===== src/rtl/key_cond_pkg.sv =====
// Shared types and defaults for the key/switch conditioning front end.
package key_cond_pkg;

    // Per-channel debounce state: stable low, verifying a rise, stable high, verifying a fall.
    typedef enum logic [1:0] {
        IDLE_LOW  = 2'd0,
        WAIT_HIGH = 2'd1,
        IDLE_HIGH = 2'd2,
        WAIT_LOW  = 2'd3
    } chan_state_t;

    // 20 ms of stability at a 50 MHz clock.
    localparam int unsigned DEFAULT_DEBOUNCE_CYCLES = 32'd1_000_000;
    localparam int unsigned DEFAULT_CNT_W           = 32'd20;

    // Map a synchronised raw level to "asserted" (1 = pressed / on).
    function automatic logic asserted_of(input logic raw_level, input logic active_low);
        return raw_level ^ active_low;
    endfunction

endpackage


===== src/rtl/debounce_channel.sv =====
// One debounced input: 2-flop synchroniser, stability FSM with saturating
// counter, and registered rise/fall pulses aligned with the level change.

// Elaboration-time parameter sanity check for a debounce channel.
module debounce_param_check #(
    parameter int unsigned DEBOUNCE_CYCLES = 32'd8,
    parameter int unsigned CNT_W           = 32'd4
) ();
    if (DEBOUNCE_CYCLES < 32'd1) begin : g_bad_cycles
        $error("debounce_channel: DEBOUNCE_CYCLES must be at least 1");
    end
    if (CNT_W < $clog2(DEBOUNCE_CYCLES + 32'd1)) begin : g_bad_width
        $error("debounce_channel: CNT_W too narrow for DEBOUNCE_CYCLES");
    end
endmodule

module debounce_channel
    import key_cond_pkg::*;
#(
    parameter int unsigned DEBOUNCE_CYCLES = DEFAULT_DEBOUNCE_CYCLES,
    parameter int unsigned CNT_W           = DEFAULT_CNT_W,
    parameter bit          ACTIVE_LOW      = 1'b0
) (
    input  logic clk,
    input  logic reset,
    input  logic raw,
    output logic level,
    output logic rise,
    output logic fall
);

    localparam logic [CNT_W-1:0] TARGET  = CNT_W'(DEBOUNCE_CYCLES);
    localparam logic [CNT_W-1:0] CNT_MAX = {CNT_W{1'b1}};
    localparam logic [CNT_W-1:0] CNT_ONE = CNT_W'(1);

    debounce_param_check #(
        .DEBOUNCE_CYCLES (DEBOUNCE_CYCLES),
        .CNT_W           (CNT_W)
    ) u_param_check ();

    logic [1:0]       sync_r;
    chan_state_t      state_r;
    logic [CNT_W-1:0] cnt_r;
    logic             level_r;
    logic             rise_r;
    logic             fall_r;
    logic             s;

    // Synchronised, polarity-corrected sample seen by the FSM this cycle.
    always_comb begin
        s = asserted_of(sync_r[1], ACTIVE_LOW);
    end

    // Synchroniser, stability FSM, saturating counter and edge pulses.
    always_ff @(posedge clk) begin
        if (reset) begin
            sync_r  <= {2{ACTIVE_LOW}};
            state_r <= IDLE_LOW;
            cnt_r   <= '0;
            level_r <= 1'b0;
            rise_r  <= 1'b0;
            fall_r  <= 1'b0;
        end else begin
            sync_r <= {sync_r[0], raw};
            rise_r <= 1'b0;
            fall_r <= 1'b0;
            case (state_r)
                IDLE_LOW: begin
                    if (s) begin
                        state_r <= WAIT_HIGH;
                        cnt_r   <= CNT_ONE;
                    end else begin
                        cnt_r   <= '0;
                    end
                end
                WAIT_HIGH: begin
                    if (!s) begin
                        state_r <= IDLE_LOW;
                        cnt_r   <= '0;
                    end else if (cnt_r == TARGET) begin
                        state_r <= IDLE_HIGH;
                        cnt_r   <= '0;
                        level_r <= 1'b1;
                        rise_r  <= 1'b1;
                    end else if (cnt_r != CNT_MAX) begin
                        cnt_r   <= cnt_r + CNT_ONE;
                    end else begin
                        cnt_r   <= cnt_r;
                    end
                end
                IDLE_HIGH: begin
                    if (!s) begin
                        state_r <= WAIT_LOW;
                        cnt_r   <= CNT_ONE;
                    end else begin
                        cnt_r   <= '0;
                    end
                end
                WAIT_LOW: begin
                    if (s) begin
                        state_r <= IDLE_HIGH;
                        cnt_r   <= '0;
                    end else if (cnt_r == TARGET) begin
                        state_r <= IDLE_LOW;
                        cnt_r   <= '0;
                        level_r <= 1'b0;
                        fall_r  <= 1'b1;
                    end else if (cnt_r != CNT_MAX) begin
                        cnt_r   <= cnt_r + CNT_ONE;
                    end else begin
                        cnt_r   <= cnt_r;
                    end
                end
                default: begin
                    state_r <= IDLE_LOW;
                    cnt_r   <= '0;
                    level_r <= 1'b0;
                end
            endcase
        end
    end

    assign level = level_r;
    assign rise  = rise_r;
    assign fall  = fall_r;

endmodule


===== src/rtl/key_conditioner.sv =====
// Board-input front end: debounces pushbuttons and slide switches and
// produces clean pressed levels plus one-cycle press/release pulses.
module key_conditioner
    import key_cond_pkg::*;
#(
    parameter int unsigned N_KEYS          = 32'd2,
    parameter int unsigned N_SW            = 32'd1,
    parameter int unsigned DEBOUNCE_CYCLES = DEFAULT_DEBOUNCE_CYCLES,
    parameter int unsigned CNT_W           = DEFAULT_CNT_W,
    parameter int unsigned KEY_ACTIVE_LOW  = 32'd1
) (
    input  logic              clockIn,
    input  logic              reset,
    input  logic [N_KEYS-1:0] keyIn,
    input  logic [N_SW-1:0]   swIn,
    output logic [N_KEYS-1:0] keyLevel,
    output logic [N_KEYS-1:0] keyPress,
    output logic [N_KEYS-1:0] keyRelease,
    output logic [N_SW-1:0]   swLevel
);

    localparam bit KEY_INV = (KEY_ACTIVE_LOW != 32'd0);

    // Switches have no pulse outputs; their edge flops are left dangling.
    logic [N_SW-1:0] sw_rise_unused;
    logic [N_SW-1:0] sw_fall_unused;

    debounce_channel #(
        .DEBOUNCE_CYCLES (DEBOUNCE_CYCLES),
        .CNT_W           (CNT_W),
        .ACTIVE_LOW      (KEY_INV)
    ) u_key [N_KEYS-1:0] (
        .clk   (clockIn),
        .reset (reset),
        .raw   (keyIn),
        .level (keyLevel),
        .rise  (keyPress),
        .fall  (keyRelease)
    );

    debounce_channel #(
        .DEBOUNCE_CYCLES (DEBOUNCE_CYCLES),
        .CNT_W           (CNT_W),
        .ACTIVE_LOW      (1'b0)
    ) u_sw [N_SW-1:0] (
        .clk   (clockIn),
        .reset (reset),
        .raw   (swIn),
        .level (swLevel),
        .rise  (sw_rise_unused),
        .fall  (sw_fall_unused)
    );

endmodule

===== config.mk =====
export PLATFORM = sky130hd
export DESIGN_NAME = key_conditioner
export DESIGN_NICKNAME = d
export VERILOG_FILES = /design/src/rtl/key_cond_pkg.sv /design/src/rtl/debounce_channel.sv /design/src/rtl/key_conditioner.sv
export SDC_FILE = /design/constraint.sdc
export NUM_CORES = 1
export LEC_CHECK = 0
export BUFFER_PORTS_ARGS = -buffer_cell sky130_fd_sc_hd__buf_2
export CAP_MARGIN = 20
export CORE_ASPECT_RATIO = 1.25
export CORE_MARGIN = 5
export CORE_UTILIZATION = 30
export CTS_BUF_LIST = sky130_fd_sc_hd__clkbuf_4 sky130_fd_sc_hd__clkbuf_8
export CTS_CLUSTER_SIZE = 30
export DETAILED_ROUTE_END_ITERATION = 8
export PLACE_DENSITY = 0.5
export SLEW_MARGIN = 10
export SYNTH_ARGS = -nofsm -noshare
export SYNTH_HDL_FRONTEND = slang
export SYNTH_SLANG_ARGS = --single-unit

===== constraint.sdc =====
create_clock -name clockIn -period 3.3 [get_ports clockIn]
set_clock_uncertainty 0.1 [all_clocks]
set_input_delay 0.165 -clock clockIn [delete_from_list [all_inputs] [get_ports clockIn]]
set_output_delay 0.165 -clock clockIn [all_outputs]
set_load 0.01 [all_outputs]

Word-level counts from Yosys, hierarchy flattened
Index checks and enable logic that the tools add are counted.
W data, S select, Z words.
- shift operators: 0
- div/mod/pow operators: 0
- $lt $le $gt $ge: 0
- eq/ne operators: 39
- muxes and demuxes: 59
- reduce and logical (&&, ||, !) cells: 16
- $mul: 0
- $add $sub $neg: 3
- bitwise logic cells: 6
- operators with widths (kind ; number):
    $mux W20 ; 12
    $pmux W20 S4 ; 3
    $add A20 B1 Y20 const B ; 3
    $eq A20 B20 Y1 const B ; 3
    $ne A20 B20 Y1 const B ; 3
    $mux W2 ; 18
    $ne A2 B1 Y1 const B ; 12
    $pmux W2 S4 ; 3
    $mux W1 ; 20
    $reduce_and A5 Y1 ; 3
    $eq A2 B2 Y1 const B ; 6
    $ne A2 B2 Y1 const B ; 6
    $reduce_and A4 Y1 ; 3
    $reduce_or A3 Y1 ; 4
    $ne A3 B1 Y1 const B ; 3
    $ne A3 B3 Y1 const B ; 3
    $eq A2 B1 Y1 const B ; 3
    $logic_not A2 Y1 ; 3
    $not A1 Y1 ; 6
    $pmux W1 S2 ; 3
    $reduce_bool A2 Y1 ; 3
- memory bits (writable): 0
- word-level logic and storage cells: 139
- bits in latches: 0
- memories: 0
- output and inout port bits: 7
- register bits: 79
- ROM bits: 0

Logic depth before layout (Yosys ltp)
- depth after elaboration: 5
- mapped depth: 8
- mapped depth without buffers: 7

Cells and area by module
From an unflattened synthesis, not the netlist that was laid out.
- cells, all modules: 481
- area total of the unflattened synthesis: 4181.5 µm²
- modules (own cells, without submodules) (module ; seq. area each (µm²) ; instances ; cells an instance ; area each (µm²)):
    debounce_channel (u_key[0] ...) ; 540.5 ; 2 ; 163 ; 1422.6
    debounce_channel (u_sw[0]) ; 540.5 ; 1 ; 155 ; 1336.3

Worst setup path after synthesis
Ideal clock, no wire load.
- path kind: flip-flop to flip-flop
- start point: register u_key[0].cnt_r[0]
- end point: register u_key[0].cnt_r[10]
- setup time: 0.117 ns
- required time: 3.083 ns
- path buffers: 1
- arrival: 1.730 ns
- path slack: 1.353 ns
- cell stages (with the launch flop): 9
- path through: dfxtp_1 inv_1 ha_1 or4b_1 nor3_2 nand2_1 nand4_2 buf_2 nor2_1
- word-level cells in the longest chain between the ends: 5
- elaborated cells on any way between the ends: 8
- RTL lines (item ; line ; source):
    start: declaration ; debounce_channel.sv:43 ; logic [CNT_W-1:0] cnt_r;
    start signal: assignment ; debounce_channel.sv:86 ; cnt_r <= cnt_r + CNT_ONE;
    start signal: assignment ; debounce_channel.sv:88 ; cnt_r <= cnt_r;
    start signal: assignment ; debounce_channel.sv:109 ; cnt_r <= cnt_r + CNT_ONE;
    $add A20 B1 Y20 or $ne A20 B20 Y1 (tied branches) ; - ;
    $mux W20 ; debounce_channel.sv:85, debounce_channel.sv:108 ;
    $mux W20 * ; debounce_channel.sv:103 ; end else if (cnt_r == TARGET) begin
    $mux W20 (on tied branches) ; debounce_channel.sv:100, debounce_channel.sv:77 ;
    $pmux W20 S4 * ; debounce_channel.sv:67 ; case (state_r)
Every way passes the cells marked *; elsewhere a longest branch is shown, timed or not.
A chain may end at the register's enable or synchronous reset.

Final worst setup path
- start point: register u_key[1].cnt_r[19]
- end point: register u_key[1].cnt_r[19]
- word-level cells in the longest chain between the ends: 5
- elaborated cells on any way between the ends: 8
- RTL lines (item ; line ; source):
    start: declaration ; debounce_channel.sv:43 ;
    start signal: assignment ; debounce_channel.sv:86 ;
    start signal: assignment ; debounce_channel.sv:88 ;
    start signal: assignment ; debounce_channel.sv:109 ;
    $add A20 B1 Y20 or $ne A20 B20 Y1 (tied branches) ; - ;
    $mux W20 ; debounce_channel.sv:85, debounce_channel.sv:108 ;
    $mux W20 * ; debounce_channel.sv:80 ; end else if (cnt_r == TARGET) begin
    $mux W20 (on tied branches) ; debounce_channel.sv:100, debounce_channel.sv:77 ;
    $pmux W20 S4 * ; debounce_channel.sv:67 ;
Marked as above.

==> summary.md <==
| Metric | Value |
|---|---|
| Slew HR | 0.472 |
| Pin count of the biggest net entering global routing | 20 |
| Power density cells | 419 mW/mm^2 |
| Power, Total | 1.82 mW |
| Synth cell types | 56 |
| Global route overflow | 0 |
| Avg Inst Size Synth | 8.78 sq um |
| Die height | 138 um |
| Synthesized cell area | 0.00392 sq mm |
| Final slew viol count | 0 |
| Most frequent cells in the layout | dfxtp_1 (79), nor2_1 (54), nand2_1 (31) |
| Post-DR wirelength/cell | 12.7 um |
| Grt met2 use | 0.187 |
| Hold_ws | 0.0741 ns |
| Final min period | 2.28 ns |
| Syn Inst Count | 447 |
| ANT nets after route | 0 |
| Initial Utilization | 0.307 |
| Yosys warning count | 0 |
| Clock latency on the worst-skew pair | 0.36 ns |
| Most Crowded Layer GR | met2 |
| RSZ-0062 raised after global routing | false |
| Min-delay src | reset |
| Area occupied by multi-input gates | 0.00216 sq mm |
| Max H-tree Level | 3 |
| Diodes inserted | 0 |
| Clk pin slew, worst setup/hold paths | 0.09 ns |
| DRC Markers | 0 |
| Clock sinks | 79 |
| # hold bufs at CTS | 3 |
| Gp weighted congestion | 0.780 |
| PortBufs | 11 |
| Global routing usage on met1 | 0.136 |
| Commonest non-fill, non-tap cell in the layout | dfxtp_1 |
| Nets | 466 |
| # rows | 46 |
| VDD IR max | 0.147 mV |
| Fillers | 1380 |
| Core Area | 0.0128 sq mm |
| Final Setup Violations | 0 |
| R2R setup slack | 1.02 ns |
| Hold Fails Final Rpt | 0 |
| CP required | 3.48 ns |
| Via count | 3120 |
| Chip Width | 112 um |
| Worst Path Arrival | 2.46 ns |
| Leak | 1.39 nW |
| Crit-path max FO | 11 |
| Max Cap Viol | 0 |
| CTS Buffer Depth | 2 |
| Final Instance Area | 0.00434 sq mm |
| Startpoint types | register |
| CP Class | register to register |
| CP Capture Type | register |
| Final setup TNS | 0 ns |
| Layout Utilization | 0.340 |
| Hold/Removal Path Class | input pin to register |
| Post-synth ARST share | 0 |
| DR vias/cell | 4.97 |
| Least-Margin Pin Slew | 0.790 ns |
| Hold Path Cell Cnt | 2 |
| Status | complete, no violations |
| Post-synth top flop | dfxtp_1 |
| Routed WL | 7960 um |
| Sequential share of the synthesized area | 0.403 |
| I/O Pins | 12 |
| Initial antenna violation count | 0 |
| First-pass GRT wire length | 14300 um |
| CTS tree | yes |
| Clk root buf | clkbuf_8 |
| Post-CTS sizing | 0 |
| GR Util All Layers | 0.111 |
| R2R depth | 5 |
| Area Growth Syn to Fin | 10.7% |
| Final period utilization | 0.691 |
| Drt first-iter violations | 93 |
| Vias in the first global route | 3018 |
| CTS Buf Count | 9 |
| Achievable frequency | 0.439 GHz |
| Number of flops mapped to enable cells by yosys | 0 |
| Dpl hpwl | 5700 um |
| Post-Synthesis Net Count | 458 |
| Post-CTS setup buffers | 0 |
| Fraction of layout cells with a size suffix above 1 | 0.111 |
| DRT Pass-1 Iters | 4 |
| GR Util met3 | 0.0292 |
| Flops & latches, synth | 79 |
| Seq. cell area | 0.00158 sq mm |
| Reg-to-reg startpoint | u_key[1].cnt_r[19]$_SDFF_PP0_ |
| Die area | 0.0155 sq mm |
| RR Endpoint | u_key[1].cnt_r[19]$_SDFF_PP0_ |
| Post-DP Area | 0.00408 sq mm |
## critical path, cell delays in order (launching register included)
cell     delay [ns]
dfxtp_1        0.40
nand4_1        0.36
nor2_1         0.72
nand2_1        0.23
and4_1         0.24
nor3_1         0.16
## metrics by stage
| stage | worst slack (ns) | cells |
|---|---|---|
| floorplan | 1.35 | 447 |
| global placement | 1.05 | 609 |
| detailed placement | 1.05 | 609 |
| CTS | 1.03 | 628 |
| global route | 0.794 | 628 |
| finish | 1.02 | 628 |
## cell families (layout without fill, tap and decap cells)
family / count (synthesis) / count (layout) / share of synthesized area
buf+inv: 35 / 48 / 0.0453
flops: 79 / 79 / 0.403
fa+ha+maj: 6 / 6 / 0.0191
compound gates: 64 / 64 / 0.108
xor+xnor: 34 / 34 / 0.0759
mux: 9 / 9 / 0.0230
simple gates: 220 / 220 / 0.325
## registers in the layout, summed over array words and instances (netlist names), named ones only
register / count
u_key.fall: 2
u_key.state_r: 2
u_key.cnt_r: 40
u_sw.state_r: 1
u_sw.sync_r: 2
u_key.sync_r: 4
u_sw.cnt_r: 20
u_key.rise: 2
u_sw.level: 1
u_key.level: 2
## where the power goes
part	internal (mW)	switching (mW)
sequential	0.960	0.00645
clock	0.450	0.374
combinational	0.0142	0.0145
total	1.42	0.395
## cells in the mapped netlist, types with 5 or more instances
cell type   n  area, sq um
buf_4       7         52.6
nand2_1    31          116
or3_1       6         37.5
nand4_1    19          119
and2_1      6         37.5
a211oi_1    6         45.0
ha_1        6         75.1
and4_1     12          105
nor3_1     19         95.1
xnor2_1    21          184
mux2i_1     9         90.1
dfxtp_1    79         1580
o21ai_0    11         55.1
a21oi_1    23          115
and3_1     11         68.8
inv_1      17         63.8
nand3_1    17         85.1
xor2_1     13          114
nor4_1      6         37.5
clkbuf_1    5         18.8
nor2_1     54          203
## cell type report
cell class | count | share of cell area
multi-input combinational | 333 | 0.498
sequential | 79 | 0.364
tap | 168 | 0.0484
clock buffer | 10 | 0.0317
clock inverter | 6 | 0.0216
timing repair buffer | 15 | 0.0213
inverter | 17 | 0.0147
## worst max-delay path by stage
stage | start | slack [ns] | end
global placement | u_key[0].cnt_r[0]$_SDFF_PP0_ | 1.05 | u_key[0].cnt_r[17]$_SDFF_PP0_
detailed placement | u_key[1].cnt_r[19]$_SDFF_PP0_ | 1.05 | u_key[1].cnt_r[19]$_SDFF_PP0_
finish | u_key[1].cnt_r[19]$_SDFF_PP0_ | 1.02 | u_key[1].cnt_r[19]$_SDFF_PP0_
CTS | u_key[1].cnt_r[17]$_SDFF_PP0_ | 1.03 | u_key[1].cnt_r[19]$_SDFF_PP0_
floorplan | u_key[0].cnt_r[0]$_SDFF_PP0_ | 1.35 | u_key[0].cnt_r[10]$_SDFF_PP0_
global route | u_key[1].cnt_r[17]$_SDFF_PP0_ | 0.79 | u_key[1].cnt_r[19]$_SDFF_PP0_
## routing by layer
metal  vias to the layer above  wire [um]
met5                         -          0
met4                         0        133
met3                        11        269
met2                        38       3760
met1                      1455       3800
li1                       1616          -
Power figures use the tool's default switching activity.
